$ cat src/rtl/hash_match_scan.sv
// Sequential associative lookup: a small table of valid-tagged entries is scanned
// one entry per cycle for the first (lowest-index) valid entry equal to a latched key.
module hash_match_scan #(
    parameter int N     = 32,
    parameter int DEPTH = 8,
    parameter int IW    = 3
) (
    input  logic          Clk,
    input  logic          Rst_n,
    input  logic          WrEn,
    input  logic [IW-1:0] WrAddr,
    input  logic [N-1:0]  WrData,
    input  logic          Clear,
    input  logic          Start,
    input  logic [N-1:0]  Key,
    output logic          Busy,
    output logic          Done,
    output logic          Hit,
    output logic [IW-1:0] HitIdx
);

    typedef enum logic [1:0] {
        IDLE = 2'd0,
        SCAN = 2'd1,
        DONE = 2'd2
    } stateT;

    stateT state, stateNext;

    logic [N-1:0]    entryData [DEPTH];
    logic [DEPTH-1:0] entryValid;

    logic [N-1:0]  keyReg, keyNext;
    logic [IW-1:0] scanIdx, scanIdxNext;
    logic          hitReg, hitNext;
    logic [IW-1:0] hitIdxReg, hitIdxNext;

    logic isIdle;
    logic tableWr;
    logic tableClr;
    logic match;
    logic lastIdx;

    // The table only changes in IDLE, so a search always sees a frozen snapshot.
    assign isIdle   = (state == IDLE);
    assign tableClr = isIdle & Clear;
    assign tableWr  = isIdle & WrEn & ~Clear;

    assign match   = entryValid[scanIdx] & ~|(entryData[scanIdx] ^ keyReg);
    assign lastIdx = (scanIdx == IW'(DEPTH - 1));

    // NOTE: every variable driven here gets a default first, so no path can
    // leave one unassigned and infer a latch.
    always_comb begin
        stateNext   = state;
        keyNext     = keyReg;
        scanIdxNext = scanIdx;
        hitNext     = hitReg;
        hitIdxNext  = hitIdxReg;

        unique case (state)
            IDLE: begin
                if (Start) begin
                    stateNext   = SCAN;
                    keyNext     = Key;
                    scanIdxNext = '0;
                    hitNext     = 1'b0;
                    hitIdxNext  = '0;
                end
            end
            SCAN: begin
                if (match) begin
                    stateNext  = DONE;
                    hitNext    = 1'b1;
                    hitIdxNext = scanIdx;
                end else if (lastIdx) begin
                    stateNext  = DONE;
                    hitNext    = 1'b0;
                    hitIdxNext = '0;
                end else begin
                    scanIdxNext = scanIdx + IW'(1);
                end
            end
            DONE: begin
                stateNext = IDLE;
            end
            default: begin
                stateNext = IDLE;
            end
        endcase
    end

    // NOTE: sequential state is written with non-blocking assignments so every
    // register samples the pre-edge values of its neighbours.
    always_ff @(posedge Clk or negedge Rst_n) begin
        if (!Rst_n) begin
            state     <= IDLE;
            keyReg    <= '0;
            scanIdx   <= '0;
            hitReg    <= 1'b0;
            hitIdxReg <= '0;
        end else begin
            state     <= stateNext;
            keyReg    <= keyNext;
            scanIdx   <= scanIdxNext;
            hitReg    <= hitNext;
            hitIdxReg <= hitIdxNext;
        end
    end

    always_ff @(posedge Clk or negedge Rst_n) begin
        if (!Rst_n) begin
            entryValid <= '0;
        end else if (tableClr) begin
            entryValid <= '0;
        end else if (tableWr) begin
            entryValid[WrAddr] <= 1'b1;
        end
    end

    // NOTE: the data array has no reset; the valid bits alone decide whether an
    // entry can match, which keeps the storage a plain register file.
    always_ff @(posedge Clk) begin
        if (tableWr) begin
            entryData[WrAddr] <= WrData;
        end
    end

    assign Busy   = (state == SCAN);
    assign Done   = (state == DONE);
    assign Hit    = hitReg;
    assign HitIdx = hitIdxReg;

endmodule
$ cat config.mk
export PLATFORM = sky130hd
export DESIGN_NAME = hash_match_scan
export DESIGN_NICKNAME = d
export VERILOG_FILES = /design/src/rtl/hash_match_scan.sv
export SDC_FILE = /design/constraint.sdc
export NUM_CORES = 1
export LEC_CHECK = 0
export CAP_MARGIN = 10
export CELL_PAD_IN_SITES_DETAIL_PLACEMENT = 0
export CELL_PAD_IN_SITES_GLOBAL_PLACEMENT = 2
export CORE_MARGIN = 3
export CORE_UTILIZATION = 50
export CTS_BUF_LIST = sky130_fd_sc_hd__clkbuf_4 sky130_fd_sc_hd__clkbuf_8
export CTS_CLUSTER_SIZE = 30
export DETAILED_ROUTE_END_ITERATION = 10
export DONT_BUFFER_PORTS = 1
export PLACE_DENSITY_LB_ADDON = 0.1
export SYNTH_ARGS = -nofsm -noshare
export SYNTH_HDL_FRONTEND = slang
export SYNTH_SLANG_ARGS = --single-unit
$ cat constraint.sdc
create_clock -name Clk -period 3.99 [get_ports Clk]
set_input_delay 0.1995 -clock Clk [delete_from_list [all_inputs] [get_ports Clk]]
set_output_delay 0.1995 -clock Clk [all_outputs]
set_load 0.05 [all_outputs]
Word-level counts from Yosys, hierarchy flattened --
Memories as Yosys holds them, arrays and structs flattened. Index checks and enable logic that the tools add are counted.
Word-level totals: register bits after elaboration 49, ROM bits 0, bits in writable memories 256, logic and storage cells 58, bits in latches 0, memories 1, output and inout bits 6, input bits 72
Memories:
- entryData | words 8, bits a word 32, rd ports 1, clocked after Yosys merged registers in 0, wr ports 1, RTL line 30 | logic [N-1:0] entryData [DEPTH];
Cells by class: $add $sub $neg 1, equality and inequality tests 7, reduce and logical (&&, ||, !) cells 10, bitwise operators 7, div/mod/pow operators 0, magnitude comparators 3, $mul 0, shift-type cells 0, multiplexer cells 23
Operators with widths (number):
- 32-bit OR reduction | 1
- 32-bit XOR | 1
- 8-bit 2-to-1 mux | 2
- 3-bit 2-to-1 mux | 5
- 3-bit case mux with 2 select lines | 2
- 3-bit by 4-bit < comparator with 1-bit output, second input constant | 2
- 8-bit OR | 1
- 1-bit 2-to-1 mux | 7
- 2-bit 2-to-1 mux | 3
- 2-bit inequality test, second input constant | 3
- 1-bit bitwise AND | 4
- 2-bit case mux with 2 select lines | 1
- 2-bit AND reduction | 2
- 4-bit AND reduction | 1
- 2-bit nonzero test | 2
- 3-bit by 1-bit adder with 3-bit output, second input constant | 1
- 1-bit binary-select mux with 3-bit select | 1
- 1-bit demux with 3-bit select | 1
- 3-bit == test, second input constant | 1
- 3-bit by 1-bit greater-or-equal comparator with 1-bit output, second input constant | 1
- 3-bit by 1-bit inequality test with 1-bit output, second input constant | 1
- 3-bit AND reduction | 1
- 2-bit by 1-bit == test with 1-bit output, second input constant | 1
- 2-bit == test, second input constant | 1
- other kinds (5) | 5

Longest topological paths before layout --
Gate-level depths: netlist of the first run.
depth in word-level cells 7, mapped depth 11, depth with buffers taken out 7

Least setup slack after synthesis of the first run --
OpenSTA, ideal clock, no wires.
path type reg-to-reg, start register state[0], end memory entryData[1][0] (enable), period minus slack after synthesis 3611 ps, slack 379 ps, data arrival time 3147 ps, data required time 3526 ps, path buffers 0, cell stages (with the launch flop) 4, cell sequence dfrtp_1 > nor4b_1 > nand2_1 > nor3_1
Between the ends: word-level cells in the longest chain between the ends 5
Ends and longest elaborated chain:
- start, declared | RTL line 28 | stateT state, stateNext;
- start signal, assigned | RTL line 103 | state <= stateNext;
- 2-bit zero test | RTL line 45 | assign isIdle = (state == IDLE);
- 1-bit bitwise AND (2 in a row) | RTL line 47 | assign tableWr = isIdle & WrEn & ~Clear;
- 1-bit 2-to-1 mux | RTL line 124 | if (tableWr) begin
- 1-bit 2-to-1 mux (implied by the code) | RTL line 125 | entryData[WrAddr] <= WrData;
- end, declared | RTL line 30
Every way passes these cells.

Final worst setup path of the first run --
start register scanIdx[2], end register scanIdx[0]
Between the ends: word-level cells in the longest chain between the ends 7
Ends and longest elaborated chain:
- start, declared | RTL line 34 | logic [IW-1:0] scanIdx, scanIdxNext;
- start signal, assigned | RTL line 105 | scanIdx <= scanIdxNext;
- memory read 8 x 32 bit
- 32-bit XOR | RTL line 49 | assign match = entryValid[scanIdx] & ~|(entryData[scanIdx] ^ keyReg);
- 32-bit OR reduction | RTL line 49
- 1-bit zero test | RTL line 49
- 1-bit bitwise AND | RTL line 49
- 2-bit inequality test (no source line)
- 4-bit AND reduction (no source line) *
Mark *: on every way between the ends. The rest lies on a longest branch, timed or not. The select of a mux whose other input is x is not followed. A chain may end at the register's enable or synchronous reset.

==> flow_summary.yaml, run 1 <==
grt:
  grt_overflow: 0
  grt_usage: 0.210
  grt_max_degree: 50
  grt_pass1_vias: 6462
  antenna_found_initial: 1
  grt_pass1_wl_um: 40600
synth:
  syn_inst: 605
  ys_seq_area_frac: 0.736
  synth_cell_types: 43
  ys_seq_elements: 305
  syn-cell-area_um2: 12100
  ys.warnings.count: 0
  syn_avg_cell_area_um2: 20.0
  syn_nets: 679
floorplanning:
  start_util: 0.513
  die_x_um: 162
  core_um2: 23600
  dieArea_um2: 26100
  rows: 56
  ios: 78
  fp.dieH_um: 162
job:
  max_cap_viol_count: 0
power_and_ir_drop:
  leakage_nw: 4.89
  fin_total_pwr_mw: 9.23
  power_density_nw_per_um2: 647
  peakVddDrop_mv: 0.304
sta:
  finalHoldViolCount: 0
  period_share: 0.845
  worst_pin_slew_ns: 0.955
  finalClockSkew_ns: 0.0131
  slew_headroom: 0.363
  fin_crit_ns: 3.37
  slew_viol_final: 0
  fin_ws_ns: 0.619
  fmax_ghz: 0.297
  rsz0062_at_grt: "false"
  setup_tns_ns: 0
  finalSetupViolCount: 0
min_path:
  hp-start: "Clear"
  holdPathStages: 2
  hold_path.class: "in2reg"
  hold-path-endpoint: "entryValid[6]$_DFFE_PN0P_"
setup_path:
  start_kind: "flop"
  crit_path_max_fanout: 13
  cp.required_ns: 4.40
  critPathArrivalTime_ns: 3.78
  rrSetupSlack_ns: 0.62
  r2r_cells: 7
  crit_type: "reg2reg"
  r2r-start: "scanIdx[2]$_DFFE_PN0P_"
  slowest_stage: "dfrtp_1"
  crit_path_end_kind: "flop"
  r2r_end: "scanIdx[0]$_DFFE_PN0P_"
  path_cells: "nor2b_1 > nand2_1 > a31o_2 > a2111o_1 > or4b_1 > o41ai_2 > o211ai_1"
  cpPeakStageDelay_ns: 0.71
detailed_routing:
  drc_errors: 0
  first_pass_iters: 6
  drt_iter0_drc: 398
  via_per_inst: 5.54
  antenna_left: 0
  wire_per_inst_um: 24.7
  drt-total-wl_um: 26600
  vias: 5983
place:
  placed_area_um2: 12600
  dp_hpwl_um: 15500
  detailedPlace.worstSlack_ns: 0.585
  numPortBuffers: 0
  routabilityCongestion: 0.783
clocking:
  cts.sinks: 305
  cts_buffer_depth: 3
  path_clk_slew_ns: 0.06
  tritoncts: "done"
  clkLatencyLatePin_ns: 0.56
  cts-resized-gates: 0
  clockRootBuffer: "clkbuf_8"
  htree_levels: 2
  cts_buffers: 49
cells_and_area:
  stdcell_area_um2: 14300
  num-fill-cells: 1783
  final_cell_mix: "edfxtp_1, dlygate4sd3_1, mux4_2"
  nNetsFinal: 793
  area_growth_pct: 17.8
  final_common_cell: "edfxtp_1"
  layout-drive-gt1-share: 0.262
outcome:
  status: "completed"
power by group:
| part | internal, mW | leakage [nW] | switching (mW) |
|---|---|---|---|
| Clock | 1.39 | 0.511 | 1.19 |
| Combinational | 1.29 | 1.47 | 1.38 |
| Sequential | 3.71 | 2.91 | 0.273 |
| Total | 6.38 | 4.89 | 2.84 |
synth_stat cells:
| cell | count | area, µm² |
|---|---|---|
| a21oi_1 | 1 | 5.00 |
| a31oi_1 | 1 | 6.26 |
| mux4_1 | 2 | 52.6 |
| nor2_1 | 14 | 52.6 |
| nand2_1 | 22 | 82.6 |
| clkbuf_1 | 5 | 18.8 |
| and2_1 | 3 | 18.8 |
| a22o_1 | 2 | 17.5 |
| o21ai_0 | 1 | 5.00 |
| and4_1 | 3 | 26.3 |
| nor3_1 | 7 | 35.0 |
| nand2b_1 | 4 | 25.0 |
| xnor2_1 | 19 | 166 |
| mux4_2 | 56 | 1260 |
| buf_6 | 4 | 45.0 |
| mux2_2 | 32 | 360 |
| clkinv_1 | 1 | 3.75 |
| dfrtp_1 | 49 | 1230 |
| ha_1 | 2 | 25.0 |
| a31o_2 | 1 | 8.76 |
| a22oi_1 | 2 | 15.0 |
| inv_1 | 3 | 11.3 |
| mux2i_1 | 46 | 460 |
| buf_2 | 5 | 25.0 |
| inv_2 | 2 | 7.51 |
| a221oi_1 | 2 | 17.5 |
| o41ai_2 | 1 | 16.3 |
| nand4_1 | 7 | 43.8 |
| nor4_1 | 7 | 43.8 |
| o211ai_1 | 3 | 22.5 |
| a2111o_1 | 1 | 11.3 |
| nor4b_1 | 2 | 17.5 |
| o21a_1 | 10 | 75.1 |
| buf_1 | 3 | 11.3 |
| a2111oi_0 | 1 | 8.76 |
| buf_4 | 5 | 37.5 |
| and3_1 | 1 | 6.26 |
| or3b_1 | 1 | 8.76 |
| nand4b_1 | 2 | 17.5 |
| edfxtp_1 | 256 | 7690 |
| xor2_1 | 10 | 87.6 |
| or4b_1 | 1 | 10.0 |
| nor2b_1 | 5 | 31.3 |
kinds of logic after synthesis:
family          after synthesis  synth area share
compound gates               26            0.0172
xor+xnor                     29            0.0210
fa+ha+maj                     2           0.00207
buf+inv                      28            0.0132
flops                       305             0.736
mux                         136             0.176
simple gates                 79            0.0346
flip-flops by register name, summed over array words and instances (netlist names):
register,flops
entryData,256
keyReg,32
entryValid,8
HitIdx,3
scanIdx,3
state,2
Hit,1
what timing repair did:
action                                 in CTS  in global routing
setup buffers                               0                  0
endpoints found under the hold margin     337                  0
hold buffers                               66                  0
worst max-delay path: cells and delay by family (launching register included):
family	cells	cell delay, ns
and+or+nand+nor	3	1.22
AOI/OAI and AO/OA	4	1.29
DFF	1	0.71
cell type report:
type	count	area (µm²)	area share
Antenna cell	1	2.50	0.000175
Clock buffer	68	855	0.0599
Clock inverter	24	113	0.00789
Inverter	6	22.5	0.00158
Multi-Input combinational cell	272	3100	0.217
Sequential cell	305	8920	0.625
Tap cell	319	399	0.0280
Timing Repair Buffer	85	858	0.0602
stage by stage:
stage	hold WS [ns]	cells	util
after floorplan	-0.0961	605	-
after global placement	-0.0946	921	0.534
after detailed placement	-0.0943	921	0.534
after CTS	0.0185	1079	0.604
after global routing	0.0672	1080	0.604
final	0.0627	1080	0.604
worst max path at each step:
stage	start	endpoint
after floorplan	state[0]$_DFFE_PN0P_	entryData[1][0]$_DFFE_PP_
after global placement	scanIdx[0]$_DFFE_PN0P_	scanIdx[0]$_DFFE_PN0P_
after detailed placement	scanIdx[0]$_DFFE_PN0P_	HitIdx[1]$_DFFE_PN0P_
after CTS	scanIdx[0]$_DFFE_PN0P_	HitIdx[1]$_DFFE_PN0P_
after global routing	scanIdx[0]$_DFFE_PN0P_	scanIdx[0]$_DFFE_PN0P_
final	scanIdx[2]$_DFFE_PN0P_	scanIdx[0]$_DFFE_PN0P_
layer usage:
layer  wire length, µm  up-vias  part of all wire  track usage
li1                  -     2697                 -            -
met1             11600     3076              0.44        0.296
met2             13200      172              0.50        0.345
met3              1350       38             0.051       0.0395
met4               428        0             0.016       0.0551
met5                 0        -                 0            0
(Power assumes the default switching activity.)
==> run 2: changes to the inputs <==
- clock period: 3.99 -> 3.13 ns (I/O delays scaled with it)
==> run 2 against run 1 <==
Sequential share of layout area fell by 1.5 points. First-iteration DRC count up 18%. Global-route usage about the same. Clock-buffer cell count increased by 8. Largest power group unchanged.
==> flow_summary.yaml, run 2 (same netlist as run 1, synthesis figures left out) <==
detailed_routing:
  first_pass_iters: 5
  drt_iter0_drc: 468
  drt-total-wl_um: 27100
  drc_errors: 0
  antenna_left: 0
  wire_per_inst_um: 24.8
  vias: 6171
  via_per_inst: 5.64
setup_path:
  crit_path_end_kind: "flop"
  rrSetupSlack_ns: 0.08
  critPathArrivalTime_ns: 3.48
  cp.required_ns: 3.56
  r2r-start: "scanIdx[0]$_DFFE_PN0P_"
  r2r_end: "scanIdx[0]$_DFFE_PN0P_"
  r2r_cells: 9
  crit_type: "reg2reg"
  crit_path_max_fanout: 15
  start_kind: "flop"
sta:
  period_share: 0.974
  setup_tns_ns: 0
  worst_pin_slew_ns: 0.975
  finalSetupViolCount: 0
  slew_headroom: 0.350
  slew_viol_final: 0
  fin_crit_ns: 3.05
  fmax_ghz: 0.328
  finalHoldViolCount: 0
  finalClockSkew_ns: 0.0262
power_and_ir_drop:
  fin_total_pwr_mw: 12.2
  power_density_nw_per_um2: 837
  peakVddDrop_mv: 0.392
  leakage_nw: 5.05
grt:
  use_met2: 0.344
  gr-max-usage-layer: "met2"
  grt_overflow: 0
  grt_pass1_wl_um: 40400
  grt_pass1_vias: 6518
  met3_usage: 0.0451
  gr-usage-met1: 0.290
  grt_usage: 0.210
  grt_max_degree: 50
  antenna_found_initial: 1
floorplanning:
  die_x_um: 162
  core_um2: 23600
  rows: 56
  dieArea_um2: 26100
  ios: 78
  start_util: 0.513
  fp.dieH_um: 162
cells_and_area:
  final_util: 0.619
  stdcell_area_um2: 14600
  regMostFlops: "entryData"
  layout-drive-gt1-share: 0.287
  final_cell_mix: "edfxtp_1, dlygate4sd3_1, mux4_2"
  final_common_cell: "edfxtp_1"
  antenna_cells: 0
  nNetsFinal: 810
  largestRegisters: "entryData (256), keyReg (32), entryValid (8)"
  largest_reg_flops: 256
  area_growth_pct: 20.6
clocking:
  clkLatencyLatePin_ns: 0.58
  clockRootBuffer: "clkbuf_8"
  cts.sinks: 305
  cts_buffers: 50
  cts_buffer_depth: 3
  htree_levels: 2
  tritoncts: "done"
  path_clk_slew_ns: 0.06
min_path:
  hold_path.class: "in2async"
place:
  dp_hpwl_um: 15200
  routabilityCongestion: 0.795
  placed_area_um2: 12800
  numPortBuffers: 0
outcome:
  status: "completed"
job:
  max_cap_viol_count: 0
run 2: cell types whose count changed in the layout (fill, tap and decap cells not counted), moves of 2 or more:
cell	previous run	this run
buf_12	3	10
nor3_4	0	2
dlygate4sd3_1	65	68
buf_4	16	18
mux2i_1	46	42
clkbuf_16	0	2
clkinv_2	5	3
clkinv_1	17	11
clkbuf_8	55	52
nor3_2	2	0
clkbuf_4	13	24
mux2i_2	0	4
run 2: power by group:
part	switching (mW)	total (mW)	internal, mW
combinational	1.96	3.82	1.87
clock	1.50	3.41	1.91
sequential	0.267	5.00	4.73
run 2: final cells by class:
type                            instances  area [µm²]
Inverter                                6        22.5
Clock buffer                           76         896
Timing Repair Buffer                  101        1130
Tap cell                              319         399
Fill cell                            1717        9000
Sequential cell                       305        8920
Multi-Input combinational cell        272        3140
Clock inverter                         16         100
run 2: worst max-delay path by stage:
stage,from,cells after the start,endpoint,slack (ns)
floorplan,scanIdx[0]$_DFFE_PN0P_,9,HitIdx[0]$_DFFE_PN0P_,0.36
global placement,scanIdx[1]$_DFFE_PN0P_,9,HitIdx[2]$_DFFE_PN0P_,0.02
detailed placement,scanIdx[1]$_DFFE_PN0P_,9,HitIdx[2]$_DFFE_PN0P_,0.008
CTS,scanIdx[0]$_DFFE_PN0P_,8,scanIdx[0]$_DFFE_PN0P_,0.01
global route,scanIdx[0]$_DFFE_PN0P_,9,scanIdx[1]$_DFFE_PN0P_,-0.004
finish,scanIdx[0]$_DFFE_PN0P_,9,scanIdx[0]$_DFFE_PN0P_,0.08
run 2: what timing repair did:
action	CTS	global route
endpoints found under the setup margin	1	9
endpoints found under the hold margin	406	0
setup buffers	0	2
hold buffers	69	0
resized for setup	1	8
pin swaps	0	2
gates cloned	0	2
run 2: layer usage:
metal	up-vias	wire length, µm	share of wire
li1	2719	-	-
met1	3194	11600	0.43
met2	205	13300	0.49
met3	51	1710	0.063
met4	2	532	0.020
met5	-	7	0.00026
run 2: metrics by stage:
| step | setup WS [ns] | hold WS (ns) | instances |
|---|---|---|---|
| after floorplan | 0.356 | -0.139 | 605 |
| after detailed placement | 0.00817 | -0.137 | 930 |
| after CTS | 0.0105 | 0.118 | 1091 |
| after global routing | -0.00423 | 0.143 | 1095 |
| final | 0.0816 | 0.148 | 1095 |
| after global placement | 0.0247 | -0.138 | 930 |
run 2: worst max-delay path, stage by stage, from the launching register on:
cell	delay, ns
dfrtp_4	0.52
buf_4	0.16
clkbuf_16	0.20
mux4_2	0.52
mux2i_2	0.24
xor2_1	0.24
and4_1	0.21
nand4_1	0.20
o41ai_4	0.47
o211ai_1	0.14
